--- config.mk ---
export PLATFORM = sky130hd
export DESIGN_NAME = cook_timer
export DESIGN_NICKNAME = d
export VERILOG_FILES = /design/src/rtl/cook_timer.sv
export SDC_FILE = /design/constraint.sdc
export NUM_CORES = 1
export LEC_CHECK = 0
export CORE_MARGIN = 4
export CORE_UTILIZATION = 56
export CTS_CLUSTER_DIAMETER = 120
export DETAILED_ROUTE_END_ITERATION = 16
export PLACE_DENSITY = 0.79
export SYNTH_ARGS = -nofsm -noshare
export SYNTH_HDL_FRONTEND = slang
export SYNTH_SLANG_ARGS = --single-unit
--- constraint.sdc ---
create_clock -name clk -period 2.5 [get_ports clk]
set_input_delay 0.375 -clock clk [delete_from_list [all_inputs] [get_ports clk]]
set_output_delay 0.375 -clock clk [all_outputs]
set_load 0.02 [all_outputs]
--- src/rtl/cook_timer.sv ---
// Countdown cook timer: keypad mm:ss BCD entry, start/stop/clear buttons, door interlock.
// Counts down once per TICKS_PER_SEC cycles while the magnetron is reported on.
module cook_timer #(
    parameter int unsigned TICKS_PER_SEC = 50_000_000,
    parameter int unsigned PS_W          = 26
) (
    input  logic        clk,
    input  logic        rst,
    input  logic        digit_valid,
    input  logic [3:0]  digit,
    input  logic        clearn,
    input  logic        startn,
    input  logic        stopn,
    input  logic        door_closed,
    input  logic        magnet_on,
    output logic [15:0] time_bcd,
    output logic        running,
    output logic        timer_done
);

    typedef enum logic [2:0] {
        StIdle,
        StSet,
        StRun,
        StPause,
        StDone
    } state_e;

    localparam logic [PS_W-1:0] PsLast = PS_W'(TICKS_PER_SEC - 1);

    state_e          state_q, state_d;
    logic [15:0]     time_q, time_d;
    logic [PS_W-1:0] ps_q, ps_d;
    logic            running_q, done_q;
    logic [15:0]     time_dec;

    // One-second BCD decrement; caller guarantees time_q != 0.
    function automatic logic [15:0] bcd_dec(input logic [15:0] t);
        logic [3:0] m_hi, m_lo, s_hi, s_lo;
        logic       borrow;
        {m_hi, m_lo, s_hi, s_lo} = t;
        borrow = (s_lo == 4'd0);
        s_lo   = borrow ? 4'd9 : s_lo - 4'd1;
        if (borrow) begin
            borrow = (s_hi == 4'd0);
            s_hi   = borrow ? 4'd5 : s_hi - 4'd1;
        end
        if (borrow) begin
            borrow = (m_lo == 4'd0);
            m_lo   = borrow ? 4'd9 : m_lo - 4'd1;
        end
        if (borrow) begin
            m_hi = m_hi - 4'd1;
        end
        return {m_hi, m_lo, s_hi, s_lo};
    endfunction

    assign time_dec = bcd_dec(time_q);

    always_comb begin
        state_d = state_q;
        time_d  = time_q;
        ps_d    = ps_q;
        // Each event level consumes the cycle; a tick only happens when nothing above it fired.
        if (!clearn) begin
            state_d = StIdle;
            time_d  = 16'h0000;
            ps_d    = '0;
        end else if (!stopn) begin
            case (state_q)
                StRun: state_d = StPause;
                StSet, StPause: begin
                    state_d = StIdle;
                    time_d  = 16'h0000;
                    ps_d    = '0;
                end
                default: ;
            endcase
        end else if (!door_closed) begin
            if (state_q == StRun) begin
                state_d = StPause;
            end
        end else if (state_q == StRun) begin
            if (magnet_on) begin
                if (ps_q == PsLast) begin
                    ps_d = '0;
                    if (time_q != 16'h0000) begin
                        time_d = time_dec;
                        if (time_dec == 16'h0000) begin
                            state_d = StDone;
                        end
                    end
                end else begin
                    ps_d = ps_q + 1'b1;
                end
            end
        end else if (!startn) begin
            if ((state_q == StSet || state_q == StPause) && time_q != 16'h0000) begin
                state_d = StRun;
            end
        end else if (digit_valid && digit <= 4'd9) begin
            if (state_q == StIdle || state_q == StSet || state_q == StDone) begin
                time_d  = {time_q[11:0], digit};
                state_d = StSet;
            end
        end
    end

    always_ff @(posedge clk) begin
        if (rst) begin
            state_q   <= StIdle;
            time_q    <= 16'h0000;
            ps_q      <= '0;
            running_q <= 1'b0;
            done_q    <= 1'b0;
        end else begin
            state_q   <= state_d;
            time_q    <= time_d;
            ps_q      <= ps_d;
            running_q <= (state_d == StRun);
            done_q    <= (state_d == StDone);
        end
    end

    assign time_bcd   = time_q;
    assign running    = running_q;
    assign timer_done = done_q;

endmodule

==> results.rst, run 1 <==
.. list-table::
   :header-rows: 1

   * - Metric
     - Value
   * - Post-detailed-route wirelength per cell
     - about 16 um
   * - Placed wire-length estimate after detailed placement
     - 5.05 mm
   * - Nature of the critical path endpoint
     - flop
   * - Post-synthesis register bit count
     - 47
   * - Post-route minimum period
     - about 2.3 ns
   * - Violation count after the first detailed-route iteration
     - 292
   * - Full die area
     - 0.00615 mm^2
   * - Routed Antenna Nets
     - 0
   * - Setup WS post-layout
     - 0.228 ns
   * - Max-cap check violation count
     - 0
   * - Detailed Routing Iterations Pass 1
     - 5
   * - Insertion delay of the later-clocked pin in the worst-skew pair
     - slightly above 0.3 ns
   * - Clock tree from TritonCTS
     - yes
   * - Fin Hold WS
     - 0.477 ns
   * - Endpoint arrival time on the critical path
     - approximately 2.5 ns
   * - Maximum count of clock buffers along a single path
     - 2
   * - Worst slew margin
     - about two thirds
   * - Cell area after technology mapping
     - 0.00278 mm^2
   * - Mean instance size in the synthesized netlist
     - approximately 8 um^2
   * - Proportion of layout cells with a drive suffix above 1
     - about a tenth
   * - Highest clock rate
     - roughly 440 MHz
   * - Num Clock Sinks
     - 47
   * - GRT Total Usage
     - 24.2%
   * - Fraction of synthesized cell area taken by the top area cell type
     - approximately 34%
   * - Synth async-reset ratio
     - 0%
   * - Largest net degree at the start of global routing
     - 25
   * - Gate Count Post-Synth
     - 347
   * - Post-route setup TNS
     - 0 ns
   * - Final Instance Count excl. Fillers
     - between 400 and 500
   * - Total power after layout
     - 1.33 mW
   * - P_sw
     - 0.340 mW
   * - Via density
     - 6.19
   * - Final GP Congestion
     - 0.879
   * - Fraction of the cycle the final worst path needs
     - ~91%
   * - Setup repair after global routing missed its margin
     - no
   * - Maximum vdd drop
     - 248 uV
   * - EDFF count, synth
     - 0
   * - Setup fix buffers added after clock tree synthesis
     - 0
   * - Count of yosys warnings during synthesis
     - 0
   * - Worst-path clk slew
     - 0.09 ns
   * - Post-Syn Nets
     - 362
   * - Post-route cell area
     - 0.00327 mm^2
   * - Total inserted antenna cells
     - 0
   * - Sequential area share after synthesis
     - 33.9%
   * - Sw frac
     - 25.5%
   * - Hold crit path type
     - flop to flop
   * - Quantity of I/O buffers inserted on ports
     - 29
   * - Detailed-route via count
     - 2,787
   * - Top FF cell, synth
     - sky130_fd_sc_hd__dfxtp_1
   * - Clock power share
     - between 30% and 40%
   * - Num CTS Buffers
     - 5
   * - Remaining design rule violation count
     - 0
   * - Final core utilization
     - 68.9%
   * - Placed insts
     - about 440
   * - Clock root cell
     - sky130_fd_sc_hd__clkbuf_8
   * - Signed area change from the synthesized netlist to the final layout
     - 17.9%
   * - Post-cts resize count
     - 0
   * - Number of top-level pins
     - 30
   * - Top fanout value on the critical path
     - 15
   * - Number of antenna violations at the first check in global routing
     - 0
   * - Placeable core region
     - about 0.0048 mm^2
   * - Layout net count
     - 397
   * - Via count of the first global-routing pass
     - 2,441
   * - Distinct cells, synth
     - 63
   * - Crit path launch type
     - input pin
   * - Wire length of the first global-routing pass
     - between 10 and 15 mm
   * - Placed inst area
     - 0.00319 mm^2
   * - Clk_skew
     - around 0.005 ns
   * - Row count
     - 25
   * - Count of pins over their slew limit
     - 0
   * - Total setup violations reported at the end of the flow
     - 0
   * - Dpl ws
     - -0.0848 ns
   * - Endpoint required time on the critical path
     - between 2 and 3 ns
   * - Number of H-tree branching levels
     - 2
   * - Post-synth top cells
     - 47 x sky130_fd_sc_hd__dfxtp_1, 47 x sky130_fd_sc_hd__nor2_1, 26 x sky130_fd_sc_hd__nand3_1
   * - Cts hold-fix bufs
     - 0
   * - Pwr dens
     - 407 mW/mm^2
   * - Static Leakage
     - 1.07 nW
   * - Proportion of power drawn by flip-flops and latches
     - ~56%
   * - Status
     - finished clean
   * - Crit Path Category
     - input pin to flop
   * - Layout fillers
     - 420
   * - Top post-synthesis cells by area
     - sky130_fd_sc_hd__dfxtp_1 34%, sky130_fd_sc_hd__nor2_1 6.4%, sky130_fd_sc_hd__nand3_1 4.7%
   * - Library cell with the largest summed area after synthesis
     - sky130_fd_sc_hd__dfxtp_1
   * - Floorplan die width
     - slightly below 80 um
   * - Cell internal pwr
     - between 0.9 and 1 mW
   * - Proportion of power drawn by combinational gates
     - ~7.5%
   * - Height of the chip
     - 78.4 um
   * - Effective utilization at floorplan
     - 58.4%
   * - Slew at the pin with the worst max-slew slack
     - roughly 0.5 ns
   * - Number of hold violations in the final report
     - 0
   * - Global-route congestion overflow total
     - 0
   * - Final routed wirelength across all metal layers
     - 7.10 mm
## critical path: stages
cell,delay (ns)
sky130_fd_sc_hd__clkdlybuf4s50_1,0.42
sky130_fd_sc_hd__o21a_1,0.22
sky130_fd_sc_hd__or4b_1,0.52
sky130_fd_sc_hd__a21oi_1,0.31
sky130_fd_sc_hd__a21oi_4,0.12
sky130_fd_sc_hd__buf_4,0.23
sky130_fd_sc_hd__o211ai_1,0.17
sky130_fd_sc_hd__o21ai_1,0.09
## path summary, 6_finish.rpt
| kind | startpoint | endpoint | slack, ns | cells after the start |
|---|---|---|---|---|
| worst max register to register | time_bcd[0] | time_bcd[10] | 0.33 | 5 |
| worst min-delay path | ps_q[1] | ps_q[1] | 0.48 | 2 |
| worst min register to register | ps_q[1] | ps_q[1] | 0.48 | 2 |
| worst max-delay path | digit[1] | time_bcd[3] | 0.23 | 8 |
## power groups by stage
stage / Combinational [mW] / Clock (mW) / Sequential [mW]
CTS: 0.0988 / 0.494 / 0.751
global route: 0.108 / 0.530 / 0.752
finish: 0.100 / 0.480 / 0.751
floorplan: 0.0561 / 0 / 0.768
global placement: 0.0969 / 0 / 0.769
detailed placement: 0.0981 / 0 / 0.769
## sequential cells by signal, summed over array words and instances (netlist names)
register and count:
ps_q 26, timer_done 1, state_q 3, time_bcd 16, running 1
## cell usage in the layout (no fill, tap or decap), drive strengths merged, types with 5 or more instances in the layout
cell type	instances
nor4	5
xor2	8
and3	12
nand4	9
clkdlybuf4s50	29
xnor2	12
inv	8
nor3	11
o211ai	6
a21oi	24
nand2	23
clkbuf	6
nor2	48
or4	5
and2	5
nand3	27
o21ai	21
buf	17
dfxtp	47
## kinds of logic after synthesis
group,after synthesis,share of synthesized area (%)
fa+ha+maj,3,1.35
buf+inv,26,4.42
compound gates,80,19.9
xor+xnor,20,6.31
simple gates,169,33.4
mux,2,0.721
flops,47,33.9
## final cells by class
class	instances	area [um^2]	share of cell area [%]
repair buffers	46	418	12.8
clock inverters	2	16.3	0.497
inverters	8	30.0	0.917
clock buffers	6	72.6	2.22
flip-flops and latches	47	941	28.7
well taps	67	83.8	2.56
multi-input cells	274	1710	52.3
## per-layer routing
metal | global-route usage [%] | wire (um) | vias to the layer above
met1 | 36.6 | 3490 | 1297
li1 | - | - | 1353
met2 | 34.8 | 2920 | 130
met3 | 4.36 | 614 | 7
met5 | 0 | 0 | -
met4 | 6.82 | 82 | 0
(Power assumes the default switching activity.)
==> run 2, diff against run 1 <==
--- a/config.mk
+++ b/config.mk
@@ -10,6 +10,8 @@
 export CTS_CLUSTER_DIAMETER = 120
 export DETAILED_ROUTE_END_ITERATION = 16
 export PLACE_DENSITY = 0.79
+export RECOVER_POWER = 50
+export SETUP_SLACK_MARGIN = 0.4
 export SYNTH_ARGS = -nofsm -noshare
 export SYNTH_HDL_FRONTEND = slang
 export SYNTH_SLANG_ARGS = --single-unit
==> results.rst, run 2 (synthesis gave the netlist of run 1 again) <==
.. list-table::
   :header-rows: 1

   * - Metric
     - Value
   * - Status
     - finished clean
   * - Maximum vdd drop
     - 246 uV
   * - Effective utilization at floorplan
     - between 50% and 60%
   * - Global-route congestion overflow total
     - 0
   * - Routed Antenna Nets
     - 0
   * - Fin Hold WS
     - 0.407 ns
   * - Layout net count
     - around 400
   * - Post-detailed-route wirelength per cell
     - 16.5 um
   * - Post-route minimum period
     - 2.10 ns
   * - Floorplan die width
     - 78.4 um
   * - Final routed wirelength across all metal layers
     - 7.50 mm
   * - Proportion of layout cells with a drive suffix above 1
     - 15.5%
   * - Largest register by flop count
     - ps_q
   * - Max-cap check violation count
     - 0
   * - Quantity of I/O buffers inserted on ports
     - 29
   * - Flip-flop count of the largest register, all copies and words added
     - 26
   * - Slew at the pin with the worst max-slew slack
     - 0.480 ns
   * - Number of antenna violations at the first check in global routing
     - 0
   * - Num CTS Buffers
     - 5
   * - Worst Hold Path Cells
     - 3
   * - Nature of the critical path endpoint
     - flop
   * - Depth of the most critical reg-to-reg path
     - 8
   * - Via count of the first global-routing pass
     - 2,440
   * - Wire length of the first global-routing pass
     - 12.1 mm
   * - Worst-path clk slew
     - 0.09 ns
   * - Remaining design rule violation count
     - 0
   * - Violation count after the first detailed-route iteration
     - 326
   * - Signed area change from the synthesized netlist to the final layout
     - 23.7%
   * - Static Leakage
     - 1.21 nW
   * - Total power after layout
     - 1.35 mW
   * - Number of top-level pins
     - 30
   * - Placed wire-length estimate after detailed placement
     - a little over 5 mm
   * - Largest net degree at the start of global routing
     - 25
   * - Number of H-tree branching levels
     - 2
   * - Num Clock Sinks
     - 47
   * - Launch instance of the worst min-delay path
     - digit[3]
   * - Row count
     - 25
   * - Highest-count cells in the layout ignoring fill and taps
     - 46 x sky130_fd_sc_hd__nor2_1, 44 x sky130_fd_sc_hd__dfxtp_1, 26 x sky130_fd_sc_hd__nand3_1
   * - Insertion delay of the later-clocked pin in the worst-skew pair
     - 0.31 ns
   * - Hold crit path type
     - input pin to flop
   * - Endpoint required time on the critical path
     - 2.69 ns
   * - Highest clock rate
     - roughly 480 MHz
   * - Maximum count of clock buffers along a single path
     - 2
   * - Final Instance Count excl. Fillers
     - 455
   * - Clock root cell
     - sky130_fd_sc_hd__clkbuf_8
   * - Critical R2R Launch
     - ps_q[0]
   * - Cts hold-fix bufs
     - 0
   * - Most common cell after layout, fill and taps aside
     - sky130_fd_sc_hd__nor2_1
   * - Count of pins over their slew limit
     - 0
   * - Clk_skew
     - around 0.0035 ns
   * - Crit path launch type
     - input pin
   * - Post-route setup TNS
     - 0 ns
   * - Crit Path Category
     - input pin to flop
   * - Total setup violations reported at the end of the flow
     - 0
   * - Number of hold violations in the final report
     - 0
   * - Clock tree from TritonCTS
     - yes
   * - Detailed-route via count
     - 2,840
   * - Total inserted antenna cells
     - 0
   * - Critical register-to-register path endpoint
     - ps_q[20]
   * - GRT Total Usage
     - between 20% and 30%
   * - Final core utilization
     - 72.3%
   * - Placed insts
     - 442
   * - Endpoint arrival time on the critical path
     - 2.29 ns
   * - Pwr dens
     - 393 mW/mm^2
   * - Worst slew margin
     - 68.0%
   * - Setup repair after global routing missed its margin
     - yes
   * - Top fanout value on the critical path
     - 8
   * - Via density
     - 6.24
   * - R2R Setup Slk
     - 0.40 ns
   * - Final GP Congestion
     - 0.879
   * - Detailed Routing Iterations Pass 1
     - 5
   * - Fraction of the cycle the final worst path needs
     - 84.2%
   * - Height of the chip
     - 78.4 um
   * - Hold Crit Endpoint
     - time_bcd[3]
   * - Placeable core region
     - 0.00475 mm^2
   * - Full die area
     - approximately 0.0061 mm^2
run 2: power by group:
| part | total (mW) | switching, mW | internal (mW) |
|---|---|---|---|
| Combinational | 0.118 | 0.0661 | 0.0515 |
| Clock | 0.480 | 0.279 | 0.201 |
| Sequential | 0.752 | 0.00287 | 0.749 |
run 2: worst max-delay path by stage:
stage                      from      endpoint  slack, ns  cells past startpoint
floorplan           time_bcd[0]   time_bcd[5]       0.47                      7
global placement       digit[1]   time_bcd[6]      -0.05                      8
detailed placement     digit[1]   time_bcd[3]      -0.08                      8
CTS                    digit[1]  time_bcd[10]       0.38                      7
global route            ps_q[0]      ps_q[20]       0.20                      8
finish                    stopn   time_bcd[3]       0.40                      8
run 2: through the flow:
| step | area [um^2] | setup slack (ns) |
|---|---|---|
| floorplan | 2780 | 0.466 |
| global placement | 3190 | -0.0474 |
| detailed placement | 3190 | -0.0848 |
| CTS | 3300 | 0.379 |
| global route | 3440 | 0.197 |
| finish | 3440 | 0.395 |
run 2: area by class of cell:
cell class	instances	area (um^2)
clock inverter	2	16.3
clock buffer	6	72.6
fill	385	1320
tap	67	83.8
inverter	8	30.0
timing repair buffer	50	482
sequential	47	945
multi-input combinational	275	1810
run 2: what timing repair did:
action	4_1_cts	5_1_grt
cloned	0	2
setup buffers	1	2
pin swaps	1	5
resized for setup	6	22
setup endpoints to repair	14	42
run 2: worst max-delay path, cell delays in order:
cell and delay, ns:
sky130_fd_sc_hd__dlygate4sd3_1 0.62, sky130_fd_sc_hd__and2_0 0.27, sky130_fd_sc_hd__nand3_1 0.21, sky130_fd_sc_hd__a31oi_4 0.26, sky130_fd_sc_hd__a21oi_4 0.15, sky130_fd_sc_hd__buf_8 0.17, sky130_fd_sc_hd__o211ai_1 0.16, sky130_fd_sc_hd__o21ai_1 0.09
run 2: per-layer routing:
layer | vias to the layer above | GRT usage, % | routed length [um]
li1 | 1364 | - | -
met1 | 1300 | 37.0 | 3550
met2 | 165 | 34.9 | 3160
met3 | 11 | 4.36 | 687
met4 | 0 | 6.82 | 97
met5 | - | 0 | 0
==> run 3, diff against run 2 <==
==> constraint.sdc (replaced) <==
create_clock -name clk -period 2 [get_ports clk]
set_input_delay 0.3 -clock clk [delete_from_list [all_inputs] [get_ports clk]]
set_output_delay 0.3 -clock clk [all_outputs]
set_load 0.02 [all_outputs]
==> results.rst, run 3 (synthesis gave the netlist of run 1 again) <==
.. list-table::
   :header-rows: 1

   * - Metric
     - Value
   * - Clock root cell
     - sky130_fd_sc_hd__clkbuf_8
   * - Clock power share
     - 33.8%
   * - P_sw
     - 0.463 mW
   * - Final Instance Count excl. Fillers
     - 519
   * - Setup WS post-layout
     - -0.0616 ns
   * - Wire length of the first global-routing pass
     - 14.6 mm
   * - Cell internal pwr
     - 1.29 mW
   * - Global-route congestion overflow total
     - 0
   * - Via count of the first global-routing pass
     - 3,209
   * - Layout net count
     - 466
   * - Static Leakage
     - 1.72 nW
   * - Post-route minimum period
     - roughly 2.1 ns
   * - Floorplan die width
     - 78.4 um
   * - Total setup violations reported at the end of the flow
     - 10
   * - Clock tree from TritonCTS
     - yes
   * - Num CTS Buffers
     - 5
   * - Violated checks
     - setup timing
   * - Maximum vdd drop
     - 367 uV
   * - Number of top-level pins
     - 30
   * - Row count
     - 25
   * - Pwr dens
     - 399 mW/mm^2
   * - Launch instance of the worst min-delay path
     - digit[1]
   * - Largest register by flop count
     - ps_q
   * - Most common cell after layout, fill and taps aside
     - sky130_fd_sc_hd__buf_4
   * - Post-detailed-route wirelength per cell
     - 23.1 um
   * - Fin Hold WS
     - between 0.3 and 0.4 ns
   * - Worst Hold Path Cells
     - 3
   * - Violation count after the first detailed-route iteration
     - 427
   * - Routed Antenna Nets
     - 0
   * - Setup repair after global routing missed its margin
     - yes
   * - Via density
     - 6.93
   * - Clk_skew
     - 0.00795 ns
   * - Crit Path Category
     - flop to flop
   * - Flip-flop count of the largest register, all copies and words added
     - 26
   * - Proportion of power drawn by combinational gates
     - 12.7%
   * - GRT Total Usage
     - roughly 30%
   * - Final GP Congestion
     - around 0.96
   * - Num Clock Sinks
     - 47
   * - Max-cap check violation count
     - 0
   * - Top fanout value on the critical path
     - 8
   * - Quantity of I/O buffers inserted on ports
     - 29
   * - Placeable core region
     - 0.00475 mm^2
   * - Signed area change from the synthesized netlist to the final layout
     - 58.0%
   * - Total inserted antenna cells
     - 0
   * - Final core utilization
     - between 90% and 100%
   * - Total power after layout
     - 1.75 mW
   * - Hold crit path type
     - input pin to flop
   * - Effective utilization at floorplan
     - 58.4%
   * - Slew at the pin with the worst max-slew slack
     - 0.500 ns
   * - Dpl ws
     - -0.504 ns
   * - Proportion of power drawn by flip-flops and latches
     - 53.4%
   * - Placed insts
     - between 400 and 500
   * - Final routed wirelength across all metal layers
     - 12.0 mm
   * - Worst-path clk slew
     - roughly 0.09 ns
   * - Maximum count of clock buffers along a single path
     - 2
   * - Number of hold violations in the final report
     - 0
   * - Full die area
     - 0.00615 mm^2
   * - Worst slew margin
     - between 60% and 70%
   * - Detailed Routing Iterations Pass 1
     - 6
   * - Endpoint arrival time on the critical path
     - ~2.3 ns
   * - Critical register-to-register path endpoint
     - time_bcd[10]
   * - Proportion of layout cells with a drive suffix above 1
     - 42.7%
   * - Status
     - finished with violations
   * - Number of H-tree branching levels
     - 2
   * - Placed wire-length estimate after detailed placement
     - roughly 5.7 mm
   * - Largest net degree at the start of global routing
     - 19
   * - Crit path launch type
     - flop
   * - Hold Crit Endpoint
     - time_bcd[1]
   * - R2R Setup Slk
     - -0.06 ns
   * - Endpoint required time on the critical path
     - 2.26 ns
   * - Highest clock rate
     - between 400 and 500 MHz
   * - Detailed-route via count
     - 3,596
   * - Height of the chip
     - 78.4 um
   * - Number of antenna violations at the first check in global routing
     - 0
   * - Insertion delay of the later-clocked pin in the worst-skew pair
     - between 0.3 and 0.4 ns
   * - Nature of the critical path endpoint
     - flop
   * - Highest-count cells in the layout ignoring fill and taps
     - 59 x sky130_fd_sc_hd__buf_4, 42 x sky130_fd_sc_hd__nor2_1, 31 x sky130_fd_sc_hd__dfxtp_1
   * - Depth of the most critical reg-to-reg path
     - 8
   * - Remaining design rule violation count
     - 0
   * - Critical R2R Launch
     - ps_q[9]
   * - Sw frac
     - approximately a quarter
   * - Cts hold-fix bufs
     - 0
   * - Count of pins over their slew limit
     - 0
   * - Fraction of the cycle the final worst path needs
     - 103%
[run 3: cell count changes in the layout (fill, tap and decap cells not counted), moves of 6 or more]
cell,previous run,this run
sky130_fd_sc_hd__dfxtp_1,44,31
sky130_fd_sc_hd__buf_4,17,59
sky130_fd_sc_hd__clkbuf_1,1,8
sky130_fd_sc_hd__nand3_2,1,9
sky130_fd_sc_hd__buf_6,1,12
sky130_fd_sc_hd__nand3_1,26,14
sky130_fd_sc_hd__dfxtp_2,3,13
sky130_fd_sc_hd__a21oi_1,22,15
sky130_fd_sc_hd__dlygate4sd3_1,18,2
sky130_fd_sc_hd__dlygate4sd2_1,0,22
sky130_fd_sc_hd__a21oi_2,1,7
sky130_fd_sc_hd__nor3_1,11,5
[run 3: power groups by stage]
stage | sequential [mW] | combinational (mW) | clock (mW)
3_3_place_gp | 0.958 | 0.151 | 0
2_1_floorplan | 0.958 | 0.0782 | 0
6_report | 0.934 | 0.223 | 0.592
3_5_place_dp | 0.958 | 0.153 | 0
5_1_grt | 0.935 | 0.230 | 0.631
4_1_cts | 0.934 | 0.186 | 0.588
[run 3: timing repair]
item | 4_1_cts | 5_1_grt
gates resized for setup | 79 | 72
cloned | 2 | 1
pin swaps | 27 | 35
setup endpoints to repair | 63 | 47
setup buffers | 10 | 13
[run 3: how the worst max path moves through the flow]
stage                            from  slack, ns            to
after floorplan           time_bcd[0]       0.08   time_bcd[5]
after global placement       digit[1]      -0.42   time_bcd[9]
after detailed placement     digit[1]      -0.50  time_bcd[11]
after CTS                 time_bcd[1]       0.06   time_bcd[0]
after global routing          ps_q[9]      -0.13  time_bcd[10]
final                         ps_q[9]      -0.06  time_bcd[10]
[run 3: final cells by class]
| cell class | count | area (um^2) |
|---|---|---|
| Tap cell | 67 | 83.8 |
| Sequential cell | 47 | 968 |
| Timing Repair Buffer | 115 | 1030 |
| Clock buffer | 6 | 72.6 |
| Multi-Input combinational cell | 274 | 2190 |
| Inverter | 8 | 31.3 |
| Fill cell | 189 | 369 |
| Clock inverter | 2 | 12.5 |
[run 3: through the flow]
step           cell area [um^2]  TNS, ns
6_report                   4390   -0.203
5_1_grt                    4390    -1.27
4_1_cts                    4020        0
3_5_place_dp               3610    -9.18
3_3_place_gp               3610    -7.72
2_1_floorplan              2900        0
[run 3: per-layer routing]
layer	global-route usage, %	vias to the layer above	share of wire, %
li1	-	1498	-
met1	32.4	1698	35
met2	54.2	290	50
met3	5.16	110	7.9
met4	15.4	0	7.3
met5	0	-	0
[run 3: worst max-delay path, cell delays in order (launching register included)]
cell and delay (ns):
sky130_fd_sc_hd__dfxtp_2 0.36, sky130_fd_sc_hd__nor4_2 0.42, sky130_fd_sc_hd__nand4_1 0.17, sky130_fd_sc_hd__buf_6 0.17
sky130_fd_sc_hd__nor2_4 0.15, sky130_fd_sc_hd__a21oi_4 0.08, sky130_fd_sc_hd__buf_12 0.15, sky130_fd_sc_hd__a2111oi_1 0.38
sky130_fd_sc_hd__a31o_1 0.15
